$ cat config.mk
export PLATFORM = sky130hd
export DESIGN_NAME = boot_loader
export DESIGN_NICKNAME = d
export VERILOG_FILES = /design/src/rtl/boot_loader.sv
export SDC_FILE = /design/constraint.sdc
export NUM_CORES = 1
export LEC_CHECK = 0
export ABC_AREA = 0
export CORE_UTILIZATION = 50
export DETAILED_ROUTE_END_ITERATION = 16
export GPL_TIMING_DRIVEN = 0
export MAX_ROUTING_LAYER = met4
export PLACE_DENSITY = 0.83
export SLEW_MARGIN = 40
export SYNTH_ARGS = -nofsm -noshare
export SYNTH_HDL_FRONTEND = slang
export SYNTH_SLANG_ARGS = --single-unit
$ cat constraint.sdc
create_clock -name clk -period 4.7 [get_ports clk]
set_input_delay 0.94 -clock clk [delete_from_list [all_inputs] [get_ports clk]]
set_output_delay 0.94 -clock clk [all_outputs]
set_load 0.005 [all_outputs]
$ cat src/rtl/boot_loader.sv
// boot_loader: clears VRAM, copies the boot ROM image into RAM, then releases the CPU from reset.
module boot_loader #(
    parameter logic [12:0] LOAD_BASE  = 13'h0000,
    parameter int          VRAM_WORDS = 1024,
    parameter logic [7:0]  CLEAR_BYTE = 8'h20
) (
    input  logic        clk,
    input  logic        rst_n,
    input  logic        start,
    input  logic [12:0] prog_len,
    output logic [12:0] rom_addr,
    input  logic [7:0]  rom_data,
    output logic [12:0] ada,
    output logic [7:0]  din,
    output logic        cea,
    output logic [9:0]  v_ada,
    output logic [7:0]  v_din,
    output logic        v_cea,
    output logic        busy,
    output logic        done,
    output logic        cpu_rst_n
);
    localparam logic [2:0] IDLE     = 3'd0;
    localparam logic [2:0] CLEAR    = 3'd1;
    localparam logic [2:0] PREFETCH = 3'd2;
    localparam logic [2:0] COPY     = 3'd3;
    localparam logic [2:0] FINISH   = 3'd4;
    // Bytes left between LOAD_BASE and the top of the 8 KiB RAM space.
    localparam logic [13:0] ROOM  = 14'd8192 - {1'b0, LOAD_BASE};
    localparam logic [12:0] VLAST = 13'(VRAM_WORDS - 1);

    logic [2:0]  state;
    logic [12:0] cnt;
    logic [12:0] len;
    logic [12:0] eff_len;
    logic        released;
    logic        accept;
    logic        in_copy;
    logic        last_byte;

    assign accept    = state == IDLE && start;
    assign eff_len   = ({1'b0, prog_len} > ROOM) ? ROOM[12:0] : prog_len;
    assign in_copy   = state == COPY;
    assign last_byte = cnt == len - 13'd1;

    always_ff @(posedge clk or negedge rst_n) begin
        if (!rst_n) begin
            state    <= IDLE;
            cnt      <= '0;
            len      <= '0;
            released <= 1'b0;
        end else begin
            case (state)
                IDLE: if (start) begin
                    state    <= CLEAR;
                    cnt      <= '0;
                    len      <= eff_len;
                    released <= 1'b0;
                end
                CLEAR: begin
                    cnt <= (cnt == VLAST) ? 13'd0 : cnt + 13'd1;
                    if (cnt == VLAST) state <= (len == 13'd0) ? FINISH : PREFETCH;
                end
                PREFETCH: state <= COPY;
                COPY: begin
                    cnt <= cnt + 13'd1;
                    if (last_byte) state <= FINISH;
                end
                FINISH: begin
                    state    <= IDLE;
                    released <= 1'b1;
                end
                default: state <= IDLE;
            endcase
        end
    end

    // The ROM is read one byte ahead of the RAM write; the lookahead stops at the last byte.
    assign rom_addr  = in_copy ? (last_byte ? cnt : cnt + 13'd1) : 13'd0;
    assign cea       = in_copy;
    assign ada       = in_copy ? LOAD_BASE + cnt : 13'd0;
    assign din       = in_copy ? rom_data : 8'd0;
    assign v_cea     = state == CLEAR;
    assign v_ada     = v_cea ? cnt[9:0] : 10'd0;
    assign v_din     = v_cea ? CLEAR_BYTE : 8'd0;
    assign busy      = rst_n && (state == CLEAR || state == PREFETCH || in_copy || accept);
    assign done      = state == FINISH;
    assign cpu_rst_n = released || done;
endmodule

==> results of run 1 <==
power by group through the flow:
stage	logic, W	registers [W]	clock network (W)
6_report	0.0000670	0.000273	0.000275
5_1_grt	0.0000736	0.000274	0.000284
4_1_cts	0.0000666	0.000273	0.000276
3_5_place_dp	0.0000662	0.000278	0
3_3_place_gp	0.0000641	0.000277	0
2_1_floorplan	0.0000351	0.000275	0
metal layers:
layer / routed length, um / up-vias / part of all wire
met5: 0 / - / 0
met4: 136 / 0 / 0.019
met3: 583 / 17 / 0.081
met2: 3530 / 142 / 0.49
met1: 2960 / 1198 / 0.41
li1: - / 1203 / -
synth_stat cells (7+ instances only):
library cell   n  area [sq um]
clkbuf_1      12          45.0
nand2_1       16          60.1
inv_1          7          26.3
a21oi_1       14          70.1
and3_1        35           219
o31ai_1       13          97.6
xnor2_1        9          78.8
buf_4          8          60.1
nand3_1       14          70.1
dfrtp_1       30           751
o21ai_0       19          95.1
nor2_1        18          67.6
mux2_2        12           135
xor2_1         7          61.3
buf_2          8          40.0
or3_1          9          56.3
final cells by class:
cell class                      count  area (sq um)  area share
Multi-Input combinational cell    227          1480       0.442
Sequential cell                    30           751       0.224
Timing Repair Buffer               75           741       0.221
Buffer                             31           173      0.0515
Clock buffer                        6          82.6      0.0246
Tap cell                           52          65.1      0.0194
Clock inverter                      1          30.0     0.00896
Inverter                            7          26.3     0.00784
what timing repair did:
action                                  4_1_cts  5_1_grt
gates resized for setup                       0        1
endpoints found under the setup margin       11       13
pin swaps                                     1        1
hold endpoints to repair                      0        0
setup buffers                                 2        0
through the flow:
step	std cells	power, W	utilization	hold slack, ns
global placement	420	0.000341	0.719	0.480
CTS	429	0.000616	0.748	0.508
global route	429	0.000632	0.749	0.521
floorplan	295	0.000310	-	0.467
finish	429	0.000615	0.749	0.498
detailed placement	420	0.000344	0.720	0.492
logic make-up (layout without fill, tap and decap cells):
| group | Yosys count | in the layout | share of synthesized area |
|---|---|---|---|
| buffers and inverters | 38 | 120 | 0.0829 |
| and+or+nand+nor | 126 | 126 | 0.307 |
| DFF | 30 | 30 | 0.313 |
| muxes | 12 | 12 | 0.0563 |
| other | 1 | 7 | 0.00156 |
| AOI/OAI and AO/OA | 63 | 63 | 0.165 |
| adders and majority gates | 3 | 3 | 0.0157 |
| xor gates and xnor gates | 16 | 16 | 0.0584 |
path summary, 6_finish.rpt:
path / startpoint / end / slack (ns) / depth (start not counted)
setup / recovery: len[0]$_DFFE_PN0P_ / rom_addr[12] / 0.14 / 11
hold / removal: released$_DFFE_PN0P_ / released$_DFFE_PN0P_ / 0.50 / 2
setup reg to reg: len[0]$_DFFE_PN0P_ / state[1]$_DFFE_PN0P_ / 1.71 / 11
hold reg to reg: released$_DFFE_PN0P_ / released$_DFFE_PN0P_ / 0.50 / 2
max in group asynchronous: rst_n / cnt[10]$_DFFE_PN0P_ / 3.53 / 1
min in group asynchronous: rst_n / cnt[2]$_DFFE_PN0P_ / 0.70 / 1
tightest hold or removal path, stage by stage, from the launching register on:
cell	delay (ns)
dfrtp_1	0.32
nor2_1	0.05
nor2_1	0.09
state kept, by name, indices dropped and copies added, names as in the netlist:
register and count:
cnt 13, len 13, state 3, released 1
==> impl_metrics.tcl, run 1 <==
set metrics [dict create \
    dp_slack_ns 0.233 \
    initial_core_util 0.536 \
    cts_root_buf "clkbuf_8" \
    leakagePower_nw 1.43 \
    die_width_um 71.3 \
    grt_max_degree 32 \
    fill_cells 362 \
    p_sw_w 0.000143 \
    final_common_cell "clkdlybuf4s50_1" \
    crit_family "simple AND/OR/NAND/NOR gates" \
    layout_common_cells "72 x clkdlybuf4s50_1, 35 x and3_1, 30 x dfrtp_1" \
    grt_use_total 0.300 \
    synthCells 289 \
    antennaDiodeCount 0 \
    drtIter0Drc 206 \
    slowest_stage "clkdlybuf4s50_1" \
    dr.pass1.iters 12 \
    met3_usage 0.0647 \
    max_freq_mhz 219 \
    core-area_sq_mm 0.00447 \
    p_comb_frac 0.109 \
    cp.required_ns 3.76 \
    grt_pass1_vias 2431 \
    async_flop_share 1.00 \
    synth_seq_area_share 0.313 \
    place.detailed.hpwl_mm 5.21 \
    p_per_area_mw_per_mm2 184 \
    io_buffers 73 \
    die_area_sq_mm 0.00508 \
    cts_max_level 2 \
    tightest_slew_ns 0.720 \
    fin_skew_ns 0.00609 \
    viasPerCell 5.97 \
    crit_type "flip-flop to output pin" \
    start_kind "flip-flop" \
    setup_viol 0 \
    hp-class "flip-flop to flip-flop" \
    ant_nets 0 \
    violations "DRC" \
    swShare 0.232 \
    power_frac_clock 0.447 \
    dpl-instance-area_sq_mm 0.00322 \
    rsz0062_at_grt "no" \
    wl_per_cell_um 16.8 \
    grt_pass1_wl_mm 11.4 \
    synth_cell_types 49 \
    cap_violations 0 \
    drc 8 \
    hold_buffers 0 \
    rows 24 \
    worst_ir_drop_vdd_mv 0.163 \
    synth_edf_count 0 \
    worst-path-buf-inv 3 \
    cts_tree "yes" \
    timing.final.crit_share 0.971 \
    globalplace.congestion 0.927 \
    ys_ff_latch 30 \
    vias 2560 \
    die-height_um 71.3 \
    outcome "finished with violations" \
    cts_sinks 30 \
    end_kind "output pin" \
    slew_viol_final 0 \
    cts_buffer_depth 2 \
    path_common_cell "a21oi_1" \
    grt_use_met2 0.490 \
    antenna_found_initial 0 \
    syn_area_sq_mm 0.00240 \
    fin_tns_setup_ns 0 \
    insertion_delay_ns 0.29 \
    synth-main-ff-cell "dfrtp_1" \
    grt-busiest-layer "met2" \
    pin_count 81 \
    cp_data_arrival_time_ns 3.62 \
    worstPathMaxFanout 9 \
    layout.nets 404 \
    overflow 0 \
    finish.instance_area_sq_mm 0.00335 \
    grt.met1_usage 0.363 \
    hold_viol 0 \
    drt_wl_total_mm 7.21 \
    p_int_w 0.000473 \
    period_needed_ns 4.56 \
    p_seq_frac 0.444 \
    layout_setup_ws_ns 0.136 \
    drive_gt1_frac 0.143 \
    syn_to_final_growth_pct 39.7 \
    crit_chain "inv_1, ha_2, or4b_4, or4_1, a21oi_1, a31oi_1, nor4_4, buf_6, o21ai_0, a21oi_1, clkdlybuf4s50_1" \
    slew_headroom 0.520 \
    ys_warn_count 0 \
    clk_pin_slew_ns 0.07 \
    avgSynthCellArea_sq_um 8.30 \
    crit_path_max_incr_delay_ns 0.54 \
    numCtsBuffers 5 \
]
No activity file was read; power rests on OpenSTA's default activity.
==> run 2, diff against run 1 <==
SKIP_LAST_GASP = 1   (was unset)
==> impl_metrics.tcl, run 2 (synthesized netlist as in run 1, its figures left out) <==
set metrics [dict create \
    dr.pass1.iters 12 \
    drc 8 \
    worst_ir_drop_vdd_mv 0.160 \
    finish.instance_area_sq_mm 0.00335 \
    rsz0062_at_grt "yes" \
    timing.final.crit_share 0.971 \
    tightest_slew_ns 0.728 \
    fin_skew_ns 0.00599 \
    initial_core_util 0.536 \
    cts_buffer_depth 2 \
    fin_util 0.748 \
    numCtsBuffers 5 \
    syn_to_final_growth_pct 39.6 \
    overflow 0 \
    leakagePower_nw 1.43 \
    reg_top3 "cnt: 13 flops, len: 13 flops, state: 3 flops" \
    slew_viol_final 0 \
    antenna_found_initial 0 \
    multi_input_area_sq_mm 0.00148 \
    core-area_sq_mm 0.00447 \
    cts_max_level 2 \
    hold_viol 0 \
    layout_common_cells "72 x clkdlybuf4s50_1, 35 x and3_1, 30 x dfrtp_1" \
    drive_gt1_frac 0.141 \
    cts_tree "yes" \
    vias 2585 \
    max_freq_mhz 219 \
    drtIter0Drc 200 \
    grt_pass1_wl_mm 11.4 \
    cp_data_arrival_time_ns 3.63 \
    ff2ff_setup_slack_ns 1.71 \
    start_kind "flip-flop" \
    drt_wl_total_mm 7.13 \
    outcome "finished with violations" \
    dpl-instance-area_sq_mm 0.00322 \
    cap_violations 0 \
    grt_max_degree 32 \
    rows 24 \
    insertion_delay_ns 0.29 \
    slew_headroom 0.515 \
    fin_tns_setup_ns 0 \
    viasPerCell 6.03 \
    wl_per_cell_um 16.6 \
    setup_viol 0 \
    end_kind "output pin" \
    final_common_cell "clkdlybuf4s50_1" \
    die_width_um 71.3 \
    crit_type "flip-flop to output pin" \
    hp-class "flip-flop to flip-flop" \
    clk_pin_slew_ns 0.07 \
    p_per_area_mw_per_mm2 183 \
    cts_root_buf "clkbuf_8" \
    period_needed_ns 4.57 \
    ff_latch_area_sq_um 751 \
    antennaDiodeCount 0 \
    layout.nets 404 \
    ant_nets 0 \
    worstPathMaxFanout 9 \
    fill_cells 363 \
    place.detailed.hpwl_mm 5.21 \
    grt_use_total 0.300 \
    die-height_um 71.3 \
    pin_count 81 \
    cts_sinks 30 \
    violations "DRC" \
    io_buffers 73 \
    globalplace.congestion 0.927 \
    grt_pass1_vias 2431 \
    cp.required_ns 3.76 \
    die_area_sq_mm 0.00508 \
]
## run 2: cell count changes in the layout (fill, tap and decap cells not counted)
cell and change:
ha_1 +1, ha_2 -1
## run 2: metrics by stage
step	hold WS (ns)	power, W	setup WS [ns]	cells
floorplan	0.467	0.000310	1.17	295
global placement	0.480	0.000341	0.302	420
detailed placement	0.492	0.000344	0.233	420
CTS	0.508	0.000616	0.0106	429
global route	0.521	0.000631	-0.00120	429
finish	0.498	0.000613	0.134	429
## run 2: final timing paths
check | startpoint | end | cells after the start
hold reg to reg | released$_DFFE_PN0P_ | released$_DFFE_PN0P_ | 2
min in group asynchronous | rst_n | cnt[2]$_DFFE_PN0P_ | 1
setup / recovery | len[0]$_DFFE_PN0P_ | rom_addr[12] | 11
hold / removal | released$_DFFE_PN0P_ | released$_DFFE_PN0P_ | 2
max in group asynchronous | rst_n | cnt[10]$_DFFE_PN0P_ | 1
setup reg to reg | len[0]$_DFFE_PN0P_ | state[1]$_DFFE_PN0P_ | 11
## run 2: where the power goes
group / switching, W / internal, W
sequential: 0.00000851 / 0.000265
clock: 0.000104 / 0.000170
combinational: 0.0000284 / 0.0000383
## run 2: timing repair
action,in CTS,in global routing
pin swaps,1,1
setup endpoints to repair,11,13
hold buffers,0,0
buffers inserted,2,0
resized for setup,0,0
## run 2: layout make-up
cell class,instances,share of cell area
Timing Repair Buffer,75,0.221
Buffer,31,0.0516
Sequential cell,30,0.224
Multi-Input combinational cell,227,0.442
Inverter,7,0.00785
Clock buffer,6,0.0247
Tap cell,52,0.0194
Clock inverter,1,0.00897
## run 2: worst max-delay path: stages, from the launching register on
cell and delay [ns]:
dfrtp_1 0.42, inv_1 0.12, ha_1 0.22, or4b_4 0.52, or4_1 0.51, a21oi_1 0.16, a31oi_1 0.08, nor4_4 0.29
buf_6 0.19, o21ai_0 0.10, a21oi_1 0.17, clkdlybuf4s50_1 0.54
## run 2: layer usage
layer	vias to the layer above	share of wire	track usage
met5	-	0	-
met4	0	0.025	0.118
met3	18	0.084	0.0647
met2	147	0.48	0.490
met1	1215	0.41	0.363
li1	1205	-	-
